===== src/rtl/alu_commit_stage_pkg.sv =====
// Shared encodings for the ALU commit stage and its condition checker.
package alu_commit_stage_pkg;

    typedef enum logic [1:0] {
        OP_DATA = 2'd0,
        OP_MEM  = 2'd1,
        OP_BR   = 2'd2,
        OP_INV  = 2'd3
    } op_e;

    typedef enum logic [5:0] {
        CMD_AND = 6'd0,
        CMD_XOR = 6'd1,
        CMD_SUB = 6'd2,
        CMD_RSB = 6'd3,
        CMD_ADD = 6'd4,
        CMD_CMP = 6'd10,
        CMD_ORR = 6'd12
    } cmd_e;

    typedef enum logic [3:0] {
        COND_EQ = 4'h0,
        COND_NE = 4'h1,
        COND_CS = 4'h2,
        COND_CC = 4'h3,
        COND_MI = 4'h4,
        COND_PL = 4'h5,
        COND_VS = 4'h6,
        COND_VC = 4'h7,
        COND_HI = 4'h8,
        COND_LS = 4'h9,
        COND_GE = 4'hA,
        COND_LT = 4'hB,
        COND_GT = 4'hC,
        COND_LE = 4'hD,
        COND_AL = 4'hE,
        COND_NV = 4'hF
    } cond_e;

    typedef enum logic {
        ST_RUN    = 1'b0,
        ST_SQUASH = 1'b1
    } state_e;

    localparam int FLAG_N = 3;
    localparam int FLAG_Z = 2;
    localparam int FLAG_C = 1;
    localparam int FLAG_V = 0;

    function automatic logic cmd_arith(input logic [5:0] cmd);
        return cmd == CMD_SUB || cmd == CMD_RSB ||
               cmd == CMD_ADD || cmd == CMD_CMP;
    endfunction

    function automatic logic cmd_logic(input logic [5:0] cmd);
        return cmd == CMD_AND || cmd == CMD_XOR || cmd == CMD_ORR;
    endfunction

endpackage


===== src/rtl/alu_commit_stage_cond_check.sv =====
// Combinational ARM condition-code evaluation against an NZCV value.
module alu_commit_stage_cond_check
    import alu_commit_stage_pkg::*;
(
    input  logic [3:0] cond_i,
    input  logic [3:0] nzcv_i,
    output logic       pass_o
);

    logic n, z, c, v;

    assign n = nzcv_i[FLAG_N];
    assign z = nzcv_i[FLAG_Z];
    assign c = nzcv_i[FLAG_C];
    assign v = nzcv_i[FLAG_V];

    always_comb begin
        pass_o = 1'b0;
        unique case (cond_i)
            COND_EQ: pass_o = z;
            COND_NE: pass_o = !z;
            COND_CS: pass_o = c;
            COND_CC: pass_o = !c;
            COND_MI: pass_o = n;
            COND_PL: pass_o = !n;
            COND_VS: pass_o = v;
            COND_VC: pass_o = !v;
            COND_HI: pass_o = c && !z;
            COND_LS: pass_o = !c || z;
            COND_GE: pass_o = n == v;
            COND_LT: pass_o = n != v;
            COND_GT: pass_o = !z && (n == v);
            COND_LE: pass_o = z || (n != v);
            COND_AL: pass_o = 1'b1;
            COND_NV: pass_o = 1'b0;
        endcase
    end

endmodule


===== src/rtl/alu_commit_stage.sv =====
// Execute-to-writeback stage: condition check, NZCV register, request
// generation and wrong-path squash after taken branches.
module alu_commit_stage
    import alu_commit_stage_pkg::*;
#(
    parameter int SQUASH_SLOTS = 2,
    parameter int DATA_W       = 32
) (
    input  logic              clk,
    input  logic              reset,
    input  logic              in_valid,
    output logic              in_ready,
    input  logic [1:0]        in_op,
    input  logic [5:0]        in_cmd,
    input  logic [3:0]        in_cond,
    input  logic              in_s,
    input  logic [3:0]        in_rd,
    input  logic [DATA_W-1:0] in_result,
    input  logic [3:0]        in_flag,
    input  logic [DATA_W-1:0] in_store_data,
    output logic              out_valid,
    input  logic              out_ready,
    output logic              wb_en,
    output logic [3:0]        wb_rd,
    output logic [DATA_W-1:0] wb_data,
    output logic              mem_en,
    output logic              mem_we,
    output logic [DATA_W-1:0] mem_addr,
    output logic [DATA_W-1:0] mem_wdata,
    output logic              br_taken,
    output logic [DATA_W-1:0] br_target,
    output logic [3:0]        nzcv
);

    localparam logic [2:0] SLOTS = 3'(SQUASH_SLOTS);

    state_e            state_q;
    logic [2:0]        cnt_q;
    logic [3:0]        nzcv_q, nzcv_d;
    logic              out_valid_q;
    logic              wb_en_q, wb_en_d;
    logic [3:0]        wb_rd_q, wb_rd_d;
    logic [DATA_W-1:0] wb_data_q, wb_data_d;
    logic              mem_en_q, mem_en_d;
    logic              mem_we_q, mem_we_d;
    logic [DATA_W-1:0] mem_addr_q, mem_addr_d;
    logic [DATA_W-1:0] mem_wdata_q, mem_wdata_d;
    logic              br_q, br_d;
    logic [DATA_W-1:0] br_target_q, br_target_d;

    logic pass, accept;
    logic is_data, is_mem, is_br;
    logic arith, logic_op, upd;

    alu_commit_stage_cond_check u_cond (
        .cond_i (in_cond),
        .nzcv_i (nzcv_q),
        .pass_o (pass)
    );

    assign in_ready = !out_valid_q || out_ready;
    assign accept   = in_valid && in_ready;

    assign is_data  = in_op == OP_DATA;
    assign is_mem   = in_op == OP_MEM;
    assign is_br    = in_op == OP_BR;
    assign arith    = cmd_arith(in_cmd);
    assign logic_op = cmd_logic(in_cmd);
    assign upd      = pass && is_data && (in_s || in_cmd == CMD_CMP);

    always_comb begin
        nzcv_d = nzcv_q;
        if (upd && arith)
            nzcv_d = in_flag;
        else if (upd && logic_op)
            nzcv_d = {in_flag[FLAG_N], in_flag[FLAG_Z], nzcv_q[FLAG_C], nzcv_q[FLAG_V]};

        wb_en_d = pass && ((is_data && (logic_op || arith) && in_cmd != CMD_CMP)
                           || (is_mem && in_cmd[0]));
        wb_rd_d     = wb_en_d ? in_rd : 4'd0;
        wb_data_d   = (wb_en_d && is_data) ? in_result : '0;
        mem_en_d    = pass && is_mem;
        mem_we_d    = mem_en_d && !in_cmd[0];
        mem_addr_d  = mem_en_d ? in_result : '0;
        mem_wdata_d = mem_we_d ? in_store_data : '0;
        br_d        = pass && is_br;
        br_target_d = br_d ? in_result : '0;
    end

    always_ff @(posedge clk or posedge reset) begin
        if (reset) begin
            state_q     <= ST_RUN;
            cnt_q       <= '0;
            nzcv_q      <= '0;
            out_valid_q <= 1'b0;
            wb_en_q     <= 1'b0;
            wb_rd_q     <= '0;
            wb_data_q   <= '0;
            mem_en_q    <= 1'b0;
            mem_we_q    <= 1'b0;
            mem_addr_q  <= '0;
            mem_wdata_q <= '0;
            br_q        <= 1'b0;
            br_target_q <= '0;
        end else if (accept && state_q == ST_SQUASH) begin
            out_valid_q <= 1'b0;
            wb_en_q     <= 1'b0;
            wb_rd_q     <= '0;
            wb_data_q   <= '0;
            mem_en_q    <= 1'b0;
            mem_we_q    <= 1'b0;
            mem_addr_q  <= '0;
            mem_wdata_q <= '0;
            br_q        <= 1'b0;
            br_target_q <= '0;
            cnt_q       <= cnt_q - 3'd1;
            if (cnt_q <= 3'd1)
                state_q <= ST_RUN;
        end else if (accept) begin
            out_valid_q <= 1'b1;
            nzcv_q      <= nzcv_d;
            wb_en_q     <= wb_en_d;
            wb_rd_q     <= wb_rd_d;
            wb_data_q   <= wb_data_d;
            mem_en_q    <= mem_en_d;
            mem_we_q    <= mem_we_d;
            mem_addr_q  <= mem_addr_d;
            mem_wdata_q <= mem_wdata_d;
            br_q        <= br_d;
            br_target_q <= br_target_d;
            if (br_d) begin
                state_q <= ST_SQUASH;
                cnt_q   <= SLOTS;
            end
        end else if (out_ready) begin
            out_valid_q <= 1'b0;
            wb_en_q     <= 1'b0;
            wb_rd_q     <= '0;
            wb_data_q   <= '0;
            mem_en_q    <= 1'b0;
            mem_we_q    <= 1'b0;
            mem_addr_q  <= '0;
            mem_wdata_q <= '0;
            br_q        <= 1'b0;
            br_target_q <= '0;
        end
    end

    assign out_valid = out_valid_q;
    assign wb_en     = wb_en_q;
    assign wb_rd     = wb_rd_q;
    assign wb_data   = wb_data_q;
    assign mem_en    = mem_en_q;
    assign mem_we    = mem_we_q;
    assign mem_addr  = mem_addr_q;
    assign mem_wdata = mem_wdata_q;
    assign br_taken  = br_q;
    assign br_target = br_target_q;
    assign nzcv      = nzcv_q;

endmodule


===== config.mk =====
export PLATFORM = sky130hd
export DESIGN_NAME = alu_commit_stage
export DESIGN_NICKNAME = d
export VERILOG_FILES = /design/src/rtl/alu_commit_stage_pkg.sv /design/src/rtl/alu_commit_stage_cond_check.sv /design/src/rtl/alu_commit_stage.sv
export SDC_FILE = /design/constraint.sdc
export NUM_CORES = 1
export LEC_CHECK = 0
export ABC_AREA = 0
export BUFFER_PORTS_ARGS = -buffer_cell sky130_fd_sc_hd__clkbuf_2
export CORE_ASPECT_RATIO = 1.4
export CORE_MARGIN = 1
export CORE_UTILIZATION = 25
export CTS_CLUSTER_SIZE = 14
export DETAILED_ROUTE_END_ITERATION = 10
export GPL_TIMING_DRIVEN = 0
export HOLD_SLACK_MARGIN = 0.08
export SETUP_SLACK_MARGIN = 0.1
export SLEW_MARGIN = 10
export SYNTH_ARGS = -nofsm -noshare
export SYNTH_HDL_FRONTEND = slang
export SYNTH_SLANG_ARGS = --single-unit

===== constraint.sdc =====
create_clock -name clk -period 5.1 [get_ports clk]
set_input_delay 0.765 -clock clk [delete_from_list [all_inputs] [get_ports clk]]
set_output_delay 0.765 -clock clk [all_outputs]
set_load 0.05 [all_outputs]

* Yosys cells after proc, flatten, opt, wreduce, memory -nomap -nowiden *
Cells that the tools add are included.

storage, ports and cells
  flip-flop bits (word level) = 145
  input port bits = 89
  output and inout port bits = 142
  word-level logic and storage cells = 126

operators by class
  $add $sub $neg = 1
  order comparisons = 1
  eq/ne operators = 27
  muxes and demuxes = 38
  bitwise operators = 1
  reduce and logical (&&, ||, !) cells = 44

operators by type and width
  operator                                                         count
  two-way mux 32 bit                                               13
  == test 4 bit (second input constant)                            8
  two-way mux 4 bit                                                6
  == test 4 x 3 -> 1 bit (second input constant)                   4
  logical AND 1 bit                                                16
  case mux 1 bit (16 select lines)                                 1
  two-way mux 1 bit                                                15
  == test 6 x 2 -> 1 bit (second input constant)                   2
  == test 6 x 4 -> 1 bit (second input constant)                   2
  logical OR 1 bit                                                 11
  two-way mux 3 bit                                                3
  AND reduction 3 bit                                              3
  == test 4 x 2 -> 1 bit (second input constant)                   2
  == test 6 x 1 -> 1 bit (second input constant)                   1
  == test 6 x 3 -> 1 bit (second input constant)                   1
  logical NOT 1 bit                                                6
  logical NOT 6 bit                                                1
  inequality test 6 x 4 -> 1 bit (second input constant)           1
  nonzero test 2 bit                                               3
  == test 4 x 1 -> 1 bit (second input constant)                   1
  logical NOT 4 bit                                                1
  less-or-equal comparator 3 x 1 -> 1 bit (second input constant)  1
  nonzero test 3 bit                                               1
  subtractor 3 x 1 -> 3 bit (second input constant)                1
  other kinds (8)                                                  8

* Longest topological paths before layout *
  depth after elaboration = 13
  depth in mapped cells = 7
  depth with buffers taken out = 6

* By module *
A second synthesis with hierarchy kept.

unflattened totals
  cells, all modules = 383
  area total of the unflattened synthesis = 5495.3 µm²

modules (own cells, without submodules)
  module                       instances  cells an instance  area an instance (µm²)  sequential area each (µm²)
  alu_commit_stage             1          360                5340.1                  3628.5
  alu_commit_stage_cond_check  1          23                 155.1                   0.0

* Least setup slack after synthesis *
No wires, ideal clock.

  path kind = input -> register
  from = input port out_ready
  to = register mem_wdata_q[0] (netlist: mem_wdata[0])
  library setup time = 0.067 ns
  data arrival time = 2.563 ns
  setup slack = 2.470 ns
  stages = 6
  buffers on the path = 1
  path through = nand2b_1 -> nand2_1 -> or2_2 -> a2111oi_4 -> buf_2 -> a22o_1

on the way
  cells in the longest elaborated chain, start to end = 4
  elaborated cells between the ends (all ways) = 6

RTL lines
  item                                                      RTL line                                          text
  start, declared                                           alu_commit_stage.sv:22                            input logic out_ready,
  logical OR 1 bit                                          alu_commit_stage.sv:61                            assign in_ready = !out_valid_q || out_ready;
  logical AND 1 bit                                         alu_commit_stage.sv:62                            assign accept = in_valid && in_ready;
  two-way mux 32 bit or logical AND 1 bit (tied branches)   alu_commit_stage.sv:119, alu_commit_stage.sv:105
  two-way mux 32 bit or nonzero test 3 bit (tied branches)  --
  end signal, assigned                                      alu_commit_stage.sv:128                           mem_wdata_q <= mem_wdata_d;
  end, declared                                             alu_commit_stage.sv:47                            logic [DATA_W-1:0] mem_wdata_q, mem_wdata_d;

Several ways; a longest one is shown, not always the timed one.
A chain may end at the register's enable or synchronous reset.

* Final worst setup path *
  from = register nzcv_q[3] (netlist: nzcv[3])
  to = register mem_addr_q[0] (netlist: mem_addr[0])

on the way
  cells in the longest elaborated chain, start to end = 7
  elaborated cells between the ends (all ways) = 10

RTL lines
  item                                                    RTL line                                                              text
  start, declared                                         alu_commit_stage.sv:39                                                logic [3:0] nzcv_q, nzcv_d;
  start signal, assigned                                  alu_commit_stage.sv:121                                               nzcv_q <= nzcv_d;
  inequality test 1 bit or == test 1 bit (tied branches)  --
  logical OR 1 bit or logical AND 1 bit (tied branches)   alu_commit_stage_cond_check.sv:33, alu_commit_stage_cond_check.sv:32
  case mux 1 bit (16 select lines) (*)                    alu_commit_stage_cond_check.sv:19                                     unique case (cond_i)
  logical AND 1 bit (*)                                   alu_commit_stage.sv:82                                                mem_en_d = pass && is_mem;
  two-way mux 32 bit (*)                                  alu_commit_stage.sv:84                                                mem_addr_d = mem_en_d ? in_result : '0;
  two-way mux 32 bit (*)                                  alu_commit_stage.sv:119                                               end else if (accept) begin
  two-way mux 32 bit (*)                                  alu_commit_stage.sv:105                                               end else if (accept && state_q == ST_SQUASH) begin
  end signal, assigned                                    alu_commit_stage.sv:127                                               mem_addr_q <= mem_addr_d;
  end, declared                                           alu_commit_stage.sv:46                                                logic [DATA_W-1:0] mem_addr_q, mem_addr_d;

Mark *: on every way between the ends. The rest lies on a longest branch, timed or not.

==> flow_metrics.tcl <==
set metrics [dict create \
    syn_to_final_growth_pct 38.3 \
    layout.cells.non_filler 965 \
    yosys_most_used_dff "dfrtp_1" \
    grt_pass1_vias 4729 \
    cts_root_buffer "clkbuf_16" \
    dieArea_mm2 0.0237 \
    synthTopCellsByCount "dfrtp_1, a32o_1, a22o_1, clkbuf_1, a21oi_1" \
    seq_area_mm2 0.00363 \
    drt_iter0_drc 203 \
    portBuffers 228 \
    status "finished, final reports clean" \
    rows 65 \
    grt_max_degree 102 \
    syn_nets 494 \
    routed_wl_um 19000 \
    fmax_mhz 381 \
    finalCritPeriodShare 0.515 \
    synth_async_sr_flop_share 1.00 \
    worstSetupPathType "flop to flop" \
    core_mm2 0.0226 \
    setup_slack_ns 2.47 \
    synthDominantCellAreaShare 0.630 \
    arrival_ns 2.93 \
    num-fill-cells 2325 \
    die_w_um 130 \
    critical_path.top_delay_family "compound AO/OA/AOI/OAI gates" \
    synth.distinct_cells 42 \
    whs_ns 0.323 \
    leakage_uw 0.00399 \
    dieHeight_um 182 \
    cp_max_fo 10 \
    cpPeakStageDelay_ns 0.49 \
    gp_congestion 0.734 \
    required_ns 5.41 \
    path_buf_inv 1 \
    slew_headroom 0.343 \
    synth.area.top_cells "dfrtp_1, a32o_1, a22o_1, clkbuf_1, mux2_2" \
    clock-skew-final_ns 0.0103 \
    viasPerCell 4.93 \
    htreeDepth 4 \
    nNetsFinal 742 \
    grt-ovfl-total 0 \
    insertion_delay_ns 0.42 \
    place_inst 933 \
    grt_pass1_wl_um 28700 \
    netlist_area_mm2 0.00576 \
    syn_area_per_cell_um2 14.3 \
    tightest_slew_ns 0.986 \
    ant_nets 0 \
    antenna_found_initial 0 \
    clk_pin_slew_ns 0.07 \
    pre_cts_slack_ns 1.97 \
    maxCapViolations 0 \
    path_cells "xor2_1 -> mux2_2 -> a221oi_4 -> a21oi_1 -> buf_2 -> a32o_1" \
    yosysTopAreaCell "dfrtp_1" \
    ys_ff_latch 145 \
    pin_count 231 \
    rsz0062_at_grt "no" \
    hold_viol_final 0 \
    tns_ns 0 \
    irDropWorstVdd_mv 0.227 \
    cpMaxStageDelayCell "a221oi_4" \
    synth_edf_count 0 \
    postCtsSetupBuffers 0 \
    yosysMostFrequentCell "dfrtp_1" \
    cts_made_buffers 17 \
    yosysWarnings 0 \
    cts_tree "yes" \
    start_kind "flop" \
    cts_resized 0 \
    dp_hpwl_um 13700 \
    multi_input_area_mm2 0.00193 \
    synthCells 403 \
    hold_path_class "input pin to asynchronous set/reset pin" \
    antenna_cells 0 \
    powerDensity_mw_per_mm2 405 \
    grtUsageTotal 0.165 \
    cp-end-kind "flop" \
    clock_sinks 145 \
    drc 0 \
    dr.pass1.iters 7 \
    ys_seq_area_frac 0.630 \
    setup_viol 0 \
    layout_min_cycle_time_ns 2.63 \
    drive_gt1_frac 0.434 \
    slew_violations 0 \
    cts.path.max_buffers 2 \
    hold_buffers 0 \
    final_util 0.352 \
    initial_core_util 0.255 \
    post_drt_wl_per_cell_um 19.6 \
    detailroute.via_count 4760 \
]
state kept, by name, indices dropped and copies added (netlist names):
register / flops
cnt_q: 3
wb_data: 32
br_taken: 1
mem_addr: 32
nzcv: 4
out_valid: 1
mem_we: 1
wb_rd: 4
br_target: 32
state_q: 1
mem_en: 1
mem_wdata: 32
wb_en: 1
final cells by class:
type | instances | area share
clock inverters | 14 | 0.0265
clock buffers | 18 | 0.0551
well taps | 301 | 0.0473
inverters | 7 | 0.00424
multi-input cells | 211 | 0.242
plain buffers | 40 | 0.0229
repair buffers | 229 | 0.147
flip-flops and latches | 145 | 0.455
kinds of logic after synthesis:
logic type	Yosys count	share of synthesized area
DFF	145	0.630
and+or+nand+nor	36	0.0369
buffers and inverters	47	0.0363
adders and majority gates	2	0.00434
muxes	7	0.0133
xor gates and xnor gates	3	0.00456
AOI/OAI and AO/OA	163	0.275
worst paths after layout:
path	start	endpoint	slack, ns	cells past startpoint
setup / recovery	nzcv[3]	mem_addr[0]	2.47	6
hold / removal	reset	mem_wdata[4]	0.32	2
max in group asynchronous	reset	cnt_q[2]	3.96	3
min in group clk	mem_we	mem_we	0.48	1
setup reg to reg	nzcv[3]	mem_addr[0]	2.47	6
hold reg to reg	mem_we	mem_we	0.48	1
through the flow:
stage	power, uW	area (um2)
2_1_floorplan	1650	5760
4_1_cts	3290	7970
5_1_grt	3380	7970
6_report	3230	7970
3_3_place_gp	1870	7280
3_5_place_dp	1880	7320
per-layer routing:
metal,track usage,vias to the layer above,part of all wire
met3,0.0401,18,0.055
met2,0.284,167,0.51
li1,-,2145,-
met1,0.198,2430,0.41
met4,0.0530,0,0.017
met5,0,-,0
worst register-to-register path: cells and delay by family, from the launching register on:
kind,cells,cell delay (ns)
buffers and inverters,1,0.32
muxes,1,0.40
xor gates and xnor gates,1,0.28
DFF,1,0.41
AOI/OAI and AO/OA,3,1.10
power breakdown:
part / internal, uW / switching [uW]
Sequential: 1200 / 33.9
Combinational: 151 / 456
Clock: 880 / 504
Total: 2230 / 994
cells in the final DEF (no fill, tap or decap), types with 3 or more instances in the layout:
cell type / count
a21oi_1: 8
a22o_1: 35
a32o_1: 101
buf_2: 8
buf_6: 3
bufinv_16: 5
clkbuf_1: 29
clkbuf_16: 17
clkbuf_2: 228
clkinv_2: 4
dfrtp_1: 145
inv_1: 6
mux2_2: 5
nand2_1: 5
nand2b_1: 4
nand3_1: 3
nor2_1: 3
nor3_1: 4
nor3b_1: 3
No activity file was read; power rests on OpenSTA's default activity.
